## src/rtl/seg_pkg.sv

```systemverilog
// Shared constants for the seven-segment scan decoder: active-low glyph
// patterns (bit 0 = segment a), the blank pattern, and the dwell states.
package seg_pkg;

   localparam int SETTLE_DEFAULT = 4;

   localparam logic [6:0] GLYPH_0 = 7'h40;
   localparam logic [6:0] GLYPH_1 = 7'h79;
   localparam logic [6:0] GLYPH_2 = 7'h24;
   localparam logic [6:0] GLYPH_3 = 7'h30;
   localparam logic [6:0] GLYPH_4 = 7'h19;
   localparam logic [6:0] GLYPH_5 = 7'h12;
   localparam logic [6:0] GLYPH_6 = 7'h02;
   localparam logic [6:0] GLYPH_7 = 7'h78;
   localparam logic [6:0] GLYPH_8 = 7'h00;
   localparam logic [6:0] GLYPH_9 = 7'h10;
   localparam logic [6:0] GLYPH_A = 7'h08;
   localparam logic [6:0] GLYPH_B = 7'h03;
   localparam logic [6:0] GLYPH_C = 7'h46;
   localparam logic [6:0] GLYPH_D = 7'h21;
   localparam logic [6:0] GLYPH_E = 7'h06;
   localparam logic [6:0] GLYPH_F = 7'h0E;

   localparam logic [6:0] BLANK_PAT = 7'h7F;

   typedef enum logic [1:0] {
      ST_WAIT   = 2'd0,
      ST_STABLE = 2'd1,
      ST_DONE   = 2'd2
   } dwell_e;

   function automatic logic [2:0] count_low(input logic [3:0] an);
      logic [2:0] n;
      n = 3'd0;
      for (int i = 0; i < 4; i++) n = n + {2'b00, ~an[i]};
      return n;
   endfunction

endpackage

```

## src/rtl/seg7_pattern_decode.sv

```systemverilog
// Maps an active-low a..g pattern to its hex nibble; flags blank and
// patterns that are not one of the sixteen hex glyphs.
module seg7_pattern_decode
   import seg_pkg::*;
(
   input  logic [6:0] pattern_i,
   output logic       known_o,
   output logic       blank_o,
   output logic [3:0] nibble_o
);

   always_comb begin
      known_o  = 1'b1;
      blank_o  = 1'b0;
      nibble_o = 4'h0;
      case (pattern_i)
         GLYPH_0:   nibble_o = 4'h0;
         GLYPH_1:   nibble_o = 4'h1;
         GLYPH_2:   nibble_o = 4'h2;
         GLYPH_3:   nibble_o = 4'h3;
         GLYPH_4:   nibble_o = 4'h4;
         GLYPH_5:   nibble_o = 4'h5;
         GLYPH_6:   nibble_o = 4'h6;
         GLYPH_7:   nibble_o = 4'h7;
         GLYPH_8:   nibble_o = 4'h8;
         GLYPH_9:   nibble_o = 4'h9;
         GLYPH_A:   nibble_o = 4'hA;
         GLYPH_B:   nibble_o = 4'hB;
         GLYPH_C:   nibble_o = 4'hC;
         GLYPH_D:   nibble_o = 4'hD;
         GLYPH_E:   nibble_o = 4'hE;
         GLYPH_F:   nibble_o = 4'hF;
         BLANK_PAT: blank_o  = 1'b1;
         default:   known_o  = 1'b0;
      endcase
   end

endmodule

```

## src/rtl/seg_scan_decoder.sv

```systemverilog
// Reconstructs a 4-digit hex value by watching a multiplexed active-low
// seven-segment display: each digit is captured once it has dwelt SETTLE cycles.
module seg_scan_decoder
   import seg_pkg::*;
#(
   parameter int SETTLE = SETTLE_DEFAULT
) (
   input  logic        clk,
   input  logic        RST_n,
   input  logic [3:0]  AN,
   input  logic [7:0]  SEGMENT,
   output logic [15:0] HEXS,
   output logic [3:0]  points,
   output logic [3:0]  blank,
   output logic        frame,
   output logic        valid,
   output logic [1:0]  err,
   output logic [1:0]  dbg_state_o
);

   localparam logic [7:0] CNT_MAX = 8'(SETTLE);
   localparam logic [7:0] CNT_ARM = 8'(SETTLE - 1);

   logic [3:0]  an_q, an_p_q;
   logic [7:0]  seg_q, seg_p_q;
   logic [7:0]  cnt_q, cnt_d;
   dwell_e      state_q;
   logic [15:0] stg_nib_q, stg_nib_d;
   logic [3:0]  stg_pt_q, stg_pt_d, stg_blk_q, stg_blk_d;
   logic [3:0]  mask_q, mask_d;
   logic [15:0] hexs_q, hexs_d;
   logic [3:0]  points_q, points_d, blank_q, blank_d;
   logic        frame_q, frame_d, valid_q, valid_d;
   logic [1:0]  err_q, err_d;

   logic        sample_chg, settled, one_low, multi_low, capture, mask_full;
   logic [2:0]  n_low;
   logic [3:0]  cap_bit;
   logic        dec_known, dec_blank;
   logic [3:0]  dec_nib;

   seg7_pattern_decode u_dec (
      .pattern_i (seg_q[6:0]),
      .known_o   (dec_known),
      .blank_o   (dec_blank),
      .nibble_o  (dec_nib)
   );

   always_comb begin
      sample_chg = ({an_q, seg_q} != {an_p_q, seg_p_q});
      n_low      = count_low(an_q);
      one_low    = (n_low == 3'd1);
      multi_low  = (n_low > 3'd1);
      settled    = !sample_chg && (cnt_q == CNT_ARM);
      capture    = (state_q == ST_STABLE) && !sample_chg && one_low && dec_known;
      cap_bit    = capture ? ~an_q : 4'h0;
      mask_full  = (mask_q == 4'hF);
   end

   always_comb begin
      cnt_d     = sample_chg ? 8'd0 : ((cnt_q == CNT_MAX) ? cnt_q : cnt_q + 8'd1);
      stg_nib_d = stg_nib_q;
      stg_pt_d  = stg_pt_q;
      stg_blk_d = stg_blk_q;
      for (int i = 0; i < 4; i++) begin
         if (cap_bit[i]) begin
            stg_nib_d[4*i +: 4] = dec_nib;
            stg_pt_d[i]         = ~seg_q[7];
            stg_blk_d[i]        = dec_blank;
         end
      end
      // A capture landing on the clearing cycle starts the next frame's mask.
      mask_d   = (mask_full ? 4'h0 : mask_q) | cap_bit;
      hexs_d   = mask_full ? stg_nib_q : hexs_q;
      points_d = mask_full ? stg_pt_q : points_q;
      blank_d  = mask_full ? stg_blk_q : blank_q;
      frame_d  = mask_full;
      valid_d  = valid_q | mask_full;
      err_d    = err_q | {settled && (state_q == ST_WAIT) && multi_low,
                          (state_q == ST_STABLE) && !sample_chg && one_low && !dec_known};
   end

   always_ff @(posedge clk or negedge RST_n) begin
      if (!RST_n) begin
         an_q      <= 4'hF;
         seg_q     <= 8'hFF;
         an_p_q    <= 4'hF;
         seg_p_q   <= 8'hFF;
         cnt_q     <= 8'd0;
         stg_nib_q <= 16'h0;
         stg_pt_q  <= 4'h0;
         stg_blk_q <= 4'h0;
         mask_q    <= 4'h0;
         hexs_q    <= 16'h0;
         points_q  <= 4'h0;
         blank_q   <= 4'h0;
         frame_q   <= 1'b0;
         valid_q   <= 1'b0;
         err_q     <= 2'b00;
      end else begin
         an_q      <= AN;
         seg_q     <= SEGMENT;
         an_p_q    <= an_q;
         seg_p_q   <= seg_q;
         cnt_q     <= cnt_d;
         stg_nib_q <= stg_nib_d;
         stg_pt_q  <= stg_pt_d;
         stg_blk_q <= stg_blk_d;
         mask_q    <= mask_d;
         hexs_q    <= hexs_d;
         points_q  <= points_d;
         blank_q   <= blank_d;
         frame_q   <= frame_d;
         valid_q   <= valid_d;
         err_q     <= err_d;
      end
   end

   always_ff @(posedge clk or negedge RST_n) begin
      if (!RST_n) begin
         state_q <= ST_WAIT;
      end else if (sample_chg) begin
         state_q <= ST_WAIT;
      end else begin
         case (state_q)
            ST_WAIT:   if (settled && one_low) state_q <= ST_STABLE;
            ST_STABLE: state_q <= ST_DONE;
            ST_DONE:   state_q <= ST_DONE;
            default:   state_q <= ST_WAIT;
         endcase
      end
   end

   assign HEXS        = hexs_q;
   assign points      = points_q;
   assign blank       = blank_q;
   assign frame       = frame_q;
   assign valid       = valid_q;
   assign err         = err_q;
   assign dbg_state_o = state_q;

endmodule

```

## config.mk

```make
export PLATFORM = sky130hd
export DESIGN_NAME = seg_scan_decoder
export DESIGN_NICKNAME = d
export VERILOG_FILES = /design/src/rtl/seg_pkg.sv /design/src/rtl/seg7_pattern_decode.sv /design/src/rtl/seg_scan_decoder.sv
export SDC_FILE = /design/constraint.sdc
export NUM_CORES = 1
export LEC_CHECK = 0
export ABC_AREA = 1
export ABC_CLOCK_PERIOD_IN_PS = 2800
export CAP_MARGIN = 20
export CORE_MARGIN = 1
export CORE_UTILIZATION = 56
export DETAILED_ROUTE_END_ITERATION = 10
export PLACE_DENSITY = 0.79
export REMOVE_ABC_BUFFERS = 1
export SYNTH_ARGS = -nofsm -noshare
export SYNTH_HDL_FRONTEND = slang
export SYNTH_HIERARCHICAL = 1
export SYNTH_SLANG_ARGS = --single-unit
export TNS_END_PERCENT = 30
```

## constraint.sdc

```tcl
create_clock -name clk -period 2.8 [get_ports clk]
set_clock_uncertainty 0.05 [all_clocks]
set_input_delay 0.42 -clock clk [delete_from_list [all_inputs] [get_ports clk]]
set_output_delay 0.42 -clock clk [all_outputs]
set_load 0.01 [all_outputs]
```

# After elaboration in Yosys (flattened, before gate mapping)
# Cells that the tools add are included.
[classes] muxes=10 eq_ne=25 n_lt_le_gt_ge=1 bitwise=9 reduce_logical=14 n_addsub=4
[ops] op="4-bit case mux with 15 select lines" n=1
[ops] op="7-bit == test (second input constant)" n=5
[ops] op="7-bit by 5-bit == test with 1-bit output (second input constant)" n=3
[ops] op="7-bit by 6-bit == test with 1-bit output (second input constant)" n=3
[ops] op="17-bit OR reduction" n=1
[ops] op="8-bit two-way mux" n=2
[ops] op="7-bit by 2-bit == test with 1-bit output (second input constant)" n=2
[ops] op="7-bit by 4-bit == test with 1-bit output (second input constant)" n=2
[ops] op="12-bit != test" n=1
[ops] op="8-bit by 1-bit adder with 8-bit output (second input constant)" n=1
[ops] op="8-bit by 2-bit == test with 1-bit output (second input constant)" n=1
[ops] op="8-bit by 3-bit == test with 1-bit output (second input constant)" n=1
[ops] op="1-bit logical AND" n=8
[ops] op="4-bit two-way mux" n=2
[ops] op="7-bit by 3-bit == test with 1-bit output (second input constant)" n=1
[ops] op="7-bit logical NOT" n=1
[ops] op="1-bit inverter" n=5
[ops] op="4-bit == test (second input constant)" n=1
[ops] op="2-bit two-way mux" n=2
[ops] op="4-bit inverter" n=1
[ops] op="4-bit bitwise OR" n=1
[ops] op="2-bit case mux with 2 select lines" n=1
[ops] op="2-bit by 1-bit adder with 3-bit output" n=1
[ops] op="3-bit by 1-bit adder with 3-bit output" n=1
[ops] op="13 further kinds" n=15
[word_totals] wordCells=88 out_inout_bits=30 in_bits=14 regBits=90

# Longest topological paths before layout
[depth] depth_word=9 depth_mapped=12

# Cells and area by module
# The synthesis kept the hierarchy.
[modules_own_cells] mod="seg_scan_decoder" area_each_um2=3716.1 instances=1 seq_area_each_um2=2282.2 cells_per_inst=333
[modules_own_cells] mod="seg7_pattern_decode" area_each_um2=334.1 instances=1 seq_area_each_um2=0.0 cells_per_inst=66

# Worst setup path after synthesis
# Ideal clock, no wire load.
[synth_timing] kind="register to register" start="register an_q[1]" end="register stg_blk_q[0]" t_arrival_ps=2415 n_path_buf=0 slack_ps=217 synth_period_minus_slack_ps=2583 required_time_ps=2632 setup_time_ps=118 path_stages_with_launch=12 path_cell_list="dfstp_2 -> fa_1 -> inv_1 -> ha_1 -> inv_1 -> ha_1 -> nor3b_2 -> nand2_1 -> inv_1 -> nand4_1 -> nand2_1 -> nand2_1"
[synth_between] elab_chain_cells=8 word_cells_on_any_way=11 classes_between="3 x add/sub; 2 x eq/ne; 1 x mux; 1 x bitwise; 4 x reduce/logical"
[synth_lines] element="start: declaration" line_no="seg_scan_decoder.sv:24" text="logic [3:0] an_q, an_p_q;"
[synth_lines] element="start signal: assignment" line_no="seg_scan_decoder.sv:85" text="an_q <= 4'hF;"
[synth_lines] element="start signal: assignment" line_no="seg_scan_decoder.sv:101" text="an_q <= AN;"
[synth_lines] element="1-bit inverter" line_no="seg_pkg.sv:35" text="for (int i = 0; i < 4; i++) n = n + {2'b00, ~an[i]};"
[synth_lines] element="1-bit by 1-bit adder with 2-bit output" line_no="seg_pkg.sv:35"
[synth_lines] element="2-bit by 1-bit adder with 3-bit output" line_no="seg_pkg.sv:35"
[synth_lines] element="3-bit by 1-bit adder with 3-bit output" line_no="seg_pkg.sv:35"
[synth_lines] element="3-bit by 1-bit == test with 1-bit output" line_no="seg_scan_decoder.sv:52" text="one_low = (n_low == 3'd1);"
[synth_lines] element="1-bit logical AND * (2 in series)" line_no="seg_scan_decoder.sv:55" text="capture = (state_q == ST_STABLE) && !sample_chg && one_low && dec_known;"
[synth_lines] element="4-bit two-way mux *" line_no="seg_scan_decoder.sv:56" text="cap_bit = capture ? ~an_q : 4'h0;"
[synth_lines] element="end signal: assignment" line_no="seg_scan_decoder.sv:108" text="stg_blk_q <= stg_blk_d;"
[synth_lines] element="end: declaration" line_no="seg_scan_decoder.sv:29" text="logic [3:0] stg_pt_q, stg_pt_d, stg_blk_q, stg_blk_d;"
# Every way passes the cells marked *; elsewhere a longest branch is shown, timed or not.
# A chain may end at the register's enable or synchronous reset.

# Worst setup path after layout
[layout_timing] start="register an_q[1]" end="register stg_pt_q[1]"
[layout_between] elab_chain_cells=8 word_cells_on_any_way=12 classes_between="3 x add/sub; 2 x eq/ne; 1 x mux; 2 x bitwise; 4 x reduce/logical"
[layout_lines] element="1-bit inverter" line_no="seg_pkg.sv:35"
[layout_lines] element="1-bit by 1-bit adder with 2-bit output" line_no="seg_pkg.sv:35"
[layout_lines] element="2-bit by 1-bit adder with 3-bit output" line_no="seg_pkg.sv:35"
[layout_lines] element="3-bit by 1-bit adder with 3-bit output" line_no="seg_pkg.sv:35"
[layout_lines] element="3-bit by 1-bit == test with 1-bit output" line_no="seg_scan_decoder.sv:52"
[layout_lines] element="1-bit logical AND (2 in series)" line_no="seg_scan_decoder.sv:55"
[layout_lines] element="4-bit two-way mux *" line_no="seg_scan_decoder.sv:56"
[layout_lines] element="end signal: assignment" line_no="seg_scan_decoder.sv:107" text="stg_pt_q <= stg_pt_d;"
[layout_lines] element="end: declaration" line_no="seg_scan_decoder.sv:29"
# Marks and branches as above.

==> impl_metrics.toml <==
[critical_path]
slowest_stage = "dfstp_2"
crit_family = "adder cells"
crit_chain = "fa_1 > inv_1 > ha_1 > inv_1 > ha_1 > nor3b_4 > nand2_2 > inv_2 > buf_4 > nand4_4 > nand2_1 > nand2_1"
startpoint_type = "register"
crit_buf_inv = 4
crit-reg2reg-launch = "an_q[1]"
rrSetupSlack_ns = 0.16
max_stage_delay_ns = 0.58
timing.rr.end = "stg_pt_q[1]"
cp-end-kind = "register"
worstSetupPathType = "reg -> reg"
reg2reg_depth = 12
arrival_ns = 2.84
crit_required_ns = 3.00
cp_max_fo = 7

[floorplan]
core_area_mm2 = 0.00691
die_x_um = 87.0
dieArea_mm2 = 0.00758
io_pins = 44
initial_core_util_pct = 58.6
die_h_um = 87.0
rows = 30

[cells_and_area]
drive_gt1_share_pct = 22.7
syn2layout_area_growth_pct = 19.2
nets = 477
mostFrequentLayoutCell = "nand2_1"
final_core_util_pct = 69.9
antenna_cells = 0
layout_common_cells = "99 x nand2_1, 66 x dfrtp_1, 42 x clkdlybuf4s50_1, 40 x inv_1, 33 x nand4_1"

[global_route]
grt_antenna_before_repair = 0
grt_usage_pct = 21.5
grt_pass1_vias = 2820
grt_max_degree = 82
grt_pass1_wl_mm = 12.5
grt_overflow = 0

[detailed_routing]
dr.pass1.iters = 4
ant_nets = 0
drc = 0
vias_per_cell = 5.17
drtIter0Drc = 111
drt-wirelength-per-cell_um = 12.8
drt_wl_total_mm = 7.11
vias = 2869

[yosys]
synthFlopType = "dfrtp_1"
synth_enable_flop_cells = 0
syn_avg_cell_area_um2 = 10.2
synth_cell_type_count = 34
yosys_register_bits = 90
ys_seq_area_share_pct = 56.3
synth_cells = 399
yosysWarningCount = 6
async_flop_share_pct = 100
netlist_area_mm2 = 0.00405

[sta]
layout_setup_ws_ns = 0.164
slew_headroom_pct = 36.3
slew_violations = 0
min_period_ns = 2.64
setup_viol = 0
rsz0062_at_grt = "false"
hold_violations = 0
fin_crit_sh_pct = 94.2
whs_ns = 0.163
setup_tns_ns = 0
max_freq_mhz = 379
worst_pin_slew_ns = 0.956

[clock_tree]
cts_buffers = 9
clk_latency_ns = 0.36
cts.sinks = 90
path_clk_slew_ns = 0.09
cts_buffer_depth = 2
htree_num_levels = 3
root_buffer = "clkbuf_8"
cts_tree = "built"

[outcome]
status = "complete, no violations"

[placement]
post-place-ws_ns = -0.0270
gp_congestion = 0.828
portBuffers = 43
hpwl_mm = 5.17

[pwr]
power.leakage_nw = 2.38
ir_drop_mv = 0.222
power_density_mw_per_mm2 = 478

[run]
maxCapViolCount = 0

[min_path]
hp-class = "in -> async"
-- area by class of cell --
class                   count  area (um2)
fillers                   513        2080
well taps                  96         120
repair buffers             53         515
flip-flops and latches     90        2280
inverters                  46         173
clock buffers              11         151
multi-input cells         254        1550
clock inverters             5        38.8
-- worst reg2reg max path, stage by stage, from the launching register on --
cell and delay (ns):
dfstp_2 0.58, fa_1 0.41, inv_1 0.06, ha_1 0.17, inv_1 0.07, ha_1 0.30, nor3b_4 0.23, nand2_2 0.11
inv_2 0.11, buf_4 0.13, nand4_4 0.15, nand2_1 0.11, nand2_1 0.05
-- worst max path at each step --
stage                         start            to  slack (ns)  cells past startpoint
after floorplan           mask_q[0]       HEXS[0]       -0.88                      3
after global placement      an_q[1]  stg_blk_q[3]        0.11                     11
after detailed placement    an_q[1]  stg_nib_q[3]       -0.03                     11
after CTS                   an_q[3]   stg_pt_q[1]        0.02                     12
after global routing        an_q[1]   stg_pt_q[1]       0.009                     12
final                       an_q[1]   stg_pt_q[1]        0.16                     12
-- state kept, by name, summed over array words and instances (netlist names) --
register     flops
err              2
seg_p_q          8
mask_q           4
points           4
an_q             4
frame            1
blank            4
dbg_state_o      2
an_p_q           4
valid            1
stg_nib_q       16
stg_blk_q        4
seg_q            8
cnt_q            8
HEXS            16
stg_pt_q         4
-- where the power goes --
part           switching [mW]  total (mW)  internal, mW
logic                  0.0903       0.145        0.0545
clock network           0.439       0.811         0.372
registers              0.0220        1.35          1.33
total                   0.552        2.31          1.76
-- cell usage after synthesis (6+ instances only) --
library cell,count,area share [%]
nor2_1,14,1.3
ha_1,8,2.5
buf_2,6,0.74
inv_1,41,3.8
nor3_1,8,0.99
o21ai_0,7,0.86
nand3_1,13,1.6
nand4_1,33,5.1
a21oi_1,8,0.99
xnor2_1,6,1.3
dfstp_2,24,16
nor2_2,10,1.5
mux2_2,22,6.1
nand2_1,100,9.3
dfrtp_1,66,41
-- through the flow --
stage / total power [mW] / instance area (um2) / instances
after floorplan: 1.45 / 3990 / 390
after CTS: 2.33 / 4820 / 555
after global placement: 1.51 / 4610 / 537
after detailed placement: 1.52 / 4610 / 537
final: 2.31 / 4830 / 555
after global routing: 2.41 / 4830 / 555
-- cell families after synthesis --
group | count (synthesis) | synth area share [%]
mux | 24 | 6.67
fa+ha+maj | 9 | 2.97
simple gates | 192 | 23.5
compound gates | 23 | 3.34
flops | 90 | 56.3
xor+xnor | 6 | 1.30
buf+inv | 55 | 5.84
-- routing by layer --
| metal | vias to the layer above | wire [um] | global-route usage [%] |
|---|---|---|---|
| met1 | 1359 | 3200 | 27.0 |
| li1 | 1424 | - | - |
| met5 | - | 0 | 0 |
| met3 | 19 | 238 | 4.08 |
| met2 | 67 | 3470 | 35.1 |
| met4 | 0 | 201 | 12.0 |
-- what timing repair did --
| item | CTS | global route |
|---|---|---|
| endpoints found under the setup margin | 12 | 22 |
| hold buffers | 0 | 0 |
| pin swaps | 1 | 1 |
| setup buffers | 2 | 0 |
| resized for setup | 0 | 3 |
No activity file was read; power rests on OpenSTA's default activity.
